### config.mk
export PLATFORM = sky130hd
export DESIGN_NAME = mem_read_seq
export DESIGN_NICKNAME = d
export VERILOG_FILES = /design/src/rtl/mem_read_seq.sv
export SDC_FILE = /design/constraint.sdc
export NUM_CORES = 1
export LEC_CHECK = 0
export ABC_AREA = 1
export BUFFER_PORTS_ARGS = -buffer_cell sky130_fd_sc_hd__buf_4
export CAP_MARGIN = 30
export CORE_AREA = 2 2 71 56
export CTS_BUF_LIST = sky130_fd_sc_hd__clkbuf_4
export CTS_CLUSTER_DIAMETER = 100
export DETAILED_ROUTE_END_ITERATION = 10
export DIE_AREA = 0 0 73 58
export HOLD_SLACK_MARGIN = 0.15
export PLACE_DENSITY = 0.75
export SLEW_MARGIN = 5
export SYNTH_ARGS = -nofsm -noshare
export SYNTH_HDL_FRONTEND = slang
export SYNTH_SLANG_ARGS = --single-unit
### constraint.sdc
create_clock -name clk -period 1.8 [get_ports clk]
set_clock_uncertainty 0.15 [all_clocks]
set_input_delay 0.36 -clock clk [delete_from_list [all_inputs] [get_ports clk]]
set_output_delay 0.36 -clock clk [all_outputs]
set_load 0.05 [all_outputs]
### src/rtl/mem_read_seq.sv
`timescale 1ns/1ps
// mem_read_seq: single-outstanding read sequencer for the synchronous word
// memory. Accepts one address, pulses a one-cycle read strobe, waits RD_LAT
// cycles, captures the returned word and holds it until the consumer takes it.
module mem_read_seq #(
  parameter int AW     = 12,
  parameter int DW     = 16,
  parameter int RD_LAT = 2,
  parameter int CW     = 8
) (
  input  logic          clk,
  input  logic          rst,
  input  logic          req_valid,
  output logic          req_ready,
  input  logic [AW-1:0] req_addr,
  output logic          mem_rd,
  output logic [AW-1:0] mem_addr,
  input  logic [DW-1:0] mem_rdata,
  output logic          rsp_valid,
  input  logic          rsp_ready,
  output logic [DW-1:0] rsp_data,
  output logic          busy,
  output logic [CW-1:0] rd_count
);

  // Wide enough to hold RD_LAT itself; counts down to 1 at the capture edge.
  localparam int CNTW = $clog2(RD_LAT + 1);

  typedef enum logic [1:0] {
    S_IDLE,
    S_STROBE,
    S_WAIT,
    S_HOLD
  } state_t;

  state_t          state;
  state_t          state_nxt;
  logic [CNTW-1:0] wait_cnt;
  logic            accept;
  logic            capture;
  logic            handoff;

  assign accept  = (state == S_IDLE) && req_valid;
  assign capture = (state == S_WAIT) && (wait_cnt == CNTW'(1));
  assign handoff = (state == S_HOLD) && rsp_ready;

  // State register; reset aborts any in-flight read.
  always_ff @(posedge clk) begin
    if (rst) begin
      state <= S_IDLE;
    end else begin
      state <= state_nxt;
    end
  end

  // Next-state logic: strictly one request in flight, no queuing.
  always_comb begin
    state_nxt = state;
    unique case (state)
      S_IDLE:   if (accept)  state_nxt = S_STROBE;
      S_STROBE:              state_nxt = S_WAIT;
      S_WAIT:   if (capture) state_nxt = S_HOLD;
      S_HOLD:   if (handoff) state_nxt = S_IDLE;
      default:               state_nxt = S_IDLE;
    endcase
  end

  // Handshake and status outputs decoded from the current state.
  always_comb begin
    req_ready = 1'b0;
    mem_rd    = 1'b0;
    rsp_valid = 1'b0;
    busy      = 1'b1;
    unique case (state)
      S_IDLE: begin
        req_ready = 1'b1;
        busy      = 1'b0;
      end
      S_STROBE: mem_rd    = 1'b1;
      S_WAIT:   ;
      S_HOLD:   rsp_valid = 1'b1;
      default: begin
        req_ready = 1'b0;
        busy      = 1'b1;
      end
    endcase
  end

  // Address latch: changes only when a request is accepted.
  always_ff @(posedge clk) begin
    if (rst) begin
      mem_addr <= '0;
    end else if (accept) begin
      mem_addr <= req_addr;
    end
  end

  // Latency counter: loaded during the strobe cycle, decremented while waiting.
  always_ff @(posedge clk) begin
    if (rst) begin
      wait_cnt <= '0;
    end else if (state == S_STROBE) begin
      wait_cnt <= CNTW'(RD_LAT);
    end else if (state == S_WAIT) begin
      wait_cnt <= wait_cnt - CNTW'(1);
    end
  end

  // Response word: sampled only at the capture edge, frozen through HOLD.
  always_ff @(posedge clk) begin
    if (rst) begin
      rsp_data <= '0;
    end else if (capture) begin
      rsp_data <= mem_rdata;
    end
  end

  // Completed-read counter, advances on each handoff and wraps.
  always_ff @(posedge clk) begin
    if (rst) begin
      rd_count <= '0;
    end else if (handoff) begin
      rd_count <= rd_count + CW'(1);
    end
  end

endmodule
==> flow_metrics.tcl <==
set metrics [dict create \
    dp_hpwl_um 2700 \
    cts_tree "done" \
    synth_compound_area_frac 0.115 \
    start_util 0.457 \
    drc_errors 0 \
    synth_top_family_by_area "simple AND/OR/NAND/NOR gates" \
    slew_headroom 0.709 \
    ant_nets 0 \
    die_height_um 58 \
    ys_types 21 \
    worstPathArrival_ns 1.23 \
    core_um2 3540 \
    nNetsFinal 352 \
    finalSetupViolations 0 \
    clk_pin_slew_ns 0.11 \
    routedWlPerCell_um 11.6 \
    place_congestion 0.888 \
    min_from "rsp_ready" \
    post_cts_buffers 0 \
    grt_pass1_vias 1606 \
    clk_latency_ns 0.33 \
    drive_above_1_share 0.276 \
    layout_common_cells "73 x nor2_1, 71 x buf_4, 38 x dfxtp_1" \
    drt_wl_total_um 4150 \
    netlist_top_cells_area "dfxtp_1 49%, nor2_1 17%, o21ai_0 6.8%, ha_1 4.6%, nand2_1 4.4%" \
    whs_path_depth 3 \
    yosys.area_share.simple 0.265 \
    reg2reg_depth 6 \
    ys_warn_count 0 \
    ys_seq_area_frac 0.495 \
    grt_overflow 0 \
    critPathLaunch "state[1]$_SDFFE_PP0P_" \
    finalWorstPathRequiredPeriod_ns 1.74 \
    worst-endpoint-required_ns 1.29 \
    tightest_slew_ns 0.436 \
    synth_top_area_frac 0.495 \
    fin_cells 357 \
    worst_r2r_endpoint "rsp_data[14]$_SDFFE_PP0P_" \
    num_antenna_cells 0 \
    first_pass_iters 4 \
    cts_sinks 40 \
    worstHoldEndpoint "rd_count[0]$_SDFFE_PP0P_" \
    root_buffer "clkbuf_4" \
    hold_path.class "in2reg" \
    synthAdderAreaFrac 0.0464 \
    fin_util 0.712 \
    power.leakage_nw 1.15 \
    layout_commonest_cell "nor2_1" \
    fmax_mhz 573 \
    r2r_start "state[0]$_SDFFE_PP0P_" \
    rows 19 \
    synth_top_cell_by_area "dfxtp_1" \
    avgSynthCellArea_um2 7.60 \
    syn2layout_area_growth_pct 55.9 \
    synthMuxAreaShare 0 \
    cts_max_level 2 \
    syn-num-nets 251 \
    cts_inserted_buffers 5 \
    critPathMaxFanout 3 \
    io_buffers 71 \
    synthXorXnorAreaFrac 0.00541 \
    cts.path.max_buffers 2 \
    status "complete, no violations" \
    maxSlewViolCount 0 \
    vias 1697 \
    hold_violations 0 \
    crit_path_end_kind "output pin" \
    peakVddDrop_v 0.000736 \
    grt_usage 0.209 \
    fin_crit_sh 0.969 \
    ios 72 \
    post_drt_via_cell_ratio 4.75 \
    syn-cell-area_um2 1620 \
    dieArea_um2 4230 \
    power_density_nw_per_um2 1160 \
    reg2reg_setup_slack_ns 0.26 \
    antenna_found_initial 0 \
    crit_type "reg2out" \
    grt_max_degree 38 \
    dp_cells 320 \
    grt_pass1_wl_um 6890 \
    synth-seq-cells 40 \
    die_w_um 73 \
    synth_cells 213 \
    start_kind "flop" \
    drt_iter0_drc 67 \
    worst_hold_slack_ns 0.173 \
    rsz0062_at_grt "true" \
    max-cap-violations 0 \
]
## routing by layer
| layer | GRT usage | vias up | share of wire |
|---|---|---|---|
| li1 | - | 878 | - |
| met1 | 0.262 | 752 | 0.46 |
| met2 | 0.351 | 60 | 0.47 |
| met3 | 0.0522 | 7 | 0.054 |
| met4 | 0.0688 | 0 | 0.013 |
| met5 | 0 | - | 0 |
## how the worst max path moves through the flow
stage,slack (ns),end,cells past startpoint
after global placement,0.37,rsp_data[4]$_SDFFE_PP0P_,6
after CTS,0.008,busy,4
after detailed placement,0.31,rsp_data[11]$_SDFFE_PP0P_,6
after floorplan,0.07,rd_count[5]$_SDFFE_PP0P_,6
final,0.06,mem_rd,3
after global routing,-0.02,mem_rd,3
## metrics by stage
step	instance area [um2]	setup slack, ns	power (W)	TNS [ns]
6_report	2520	0.0561	0.00293	0
5_1_grt	2520	-0.0175	0.00311	-0.0175
4_1_cts	2500	0.00801	0.00291	0
3_5_place_dp	2160	0.306	0.00241	0
3_3_place_gp	2160	0.366	0.00239	0
2_1_floorplan	1620	0.0684	0.00205	0
## Yosys cell counts
cell type / n
inv_1: 13
nor2_1: 73
dfxtp_1: 40
ha_1: 6
nor3_1: 6
o21ai_1: 9
buf_2: 2
o21ai_0: 22
buf_4: 1
inv_6: 1
buf_6: 1
a31oi_1: 1
a21oi_1: 5
buf_12: 1
nor2_2: 1
nand2_4: 1
clkinv_2: 1
nand3_1: 7
nand2_1: 19
xnor2_1: 1
clkbuf_1: 2
## timing repair
item | 4_1_cts | 5_1_grt
gates resized for setup | 0 | 5
endpoints found under the setup margin | 0 | 4
hold endpoints to repair | 31 | 0
hold buffers | 29 | 0
## cells by family after synthesis
logic type,after synthesis
and+or+nand+nor,107
DFF,40
AOI/OAI and AO/OA,37
buffers and inverters,22
adders and majority gates,6
xor gates and xnor gates,1
## worst max-delay path, stage by stage, from the launching register on
cell	delay [ns]
dfxtp_2	0.34
inv_1	0.12
ha_1	0.25
buf_6	0.18
## registers in the layout, summed over array words and instances, names as in the netlist
signal	cells
rd_count	8
rsp_data	16
wait_cnt	2
state	2
mem_addr	12
## power by group
group	internal, W	total [W]	switching, W
logic	0.000470	0.00137	0.000896
registers	0.00103	0.00111	0.0000823
clock network	0.000181	0.000450	0.000269
total	0.00168	0.00293	0.00125
## final cells by class
type,instances,area (um2)
clock inverters,1,3.75
fillers,300,1020
clock buffers,7,52.6
repair buffers,101,835
multi-input cells,151,713
well taps,42,52.6
inverters,15,62.6
flip-flops and latches,40,803
(Power assumes the default switching activity.)
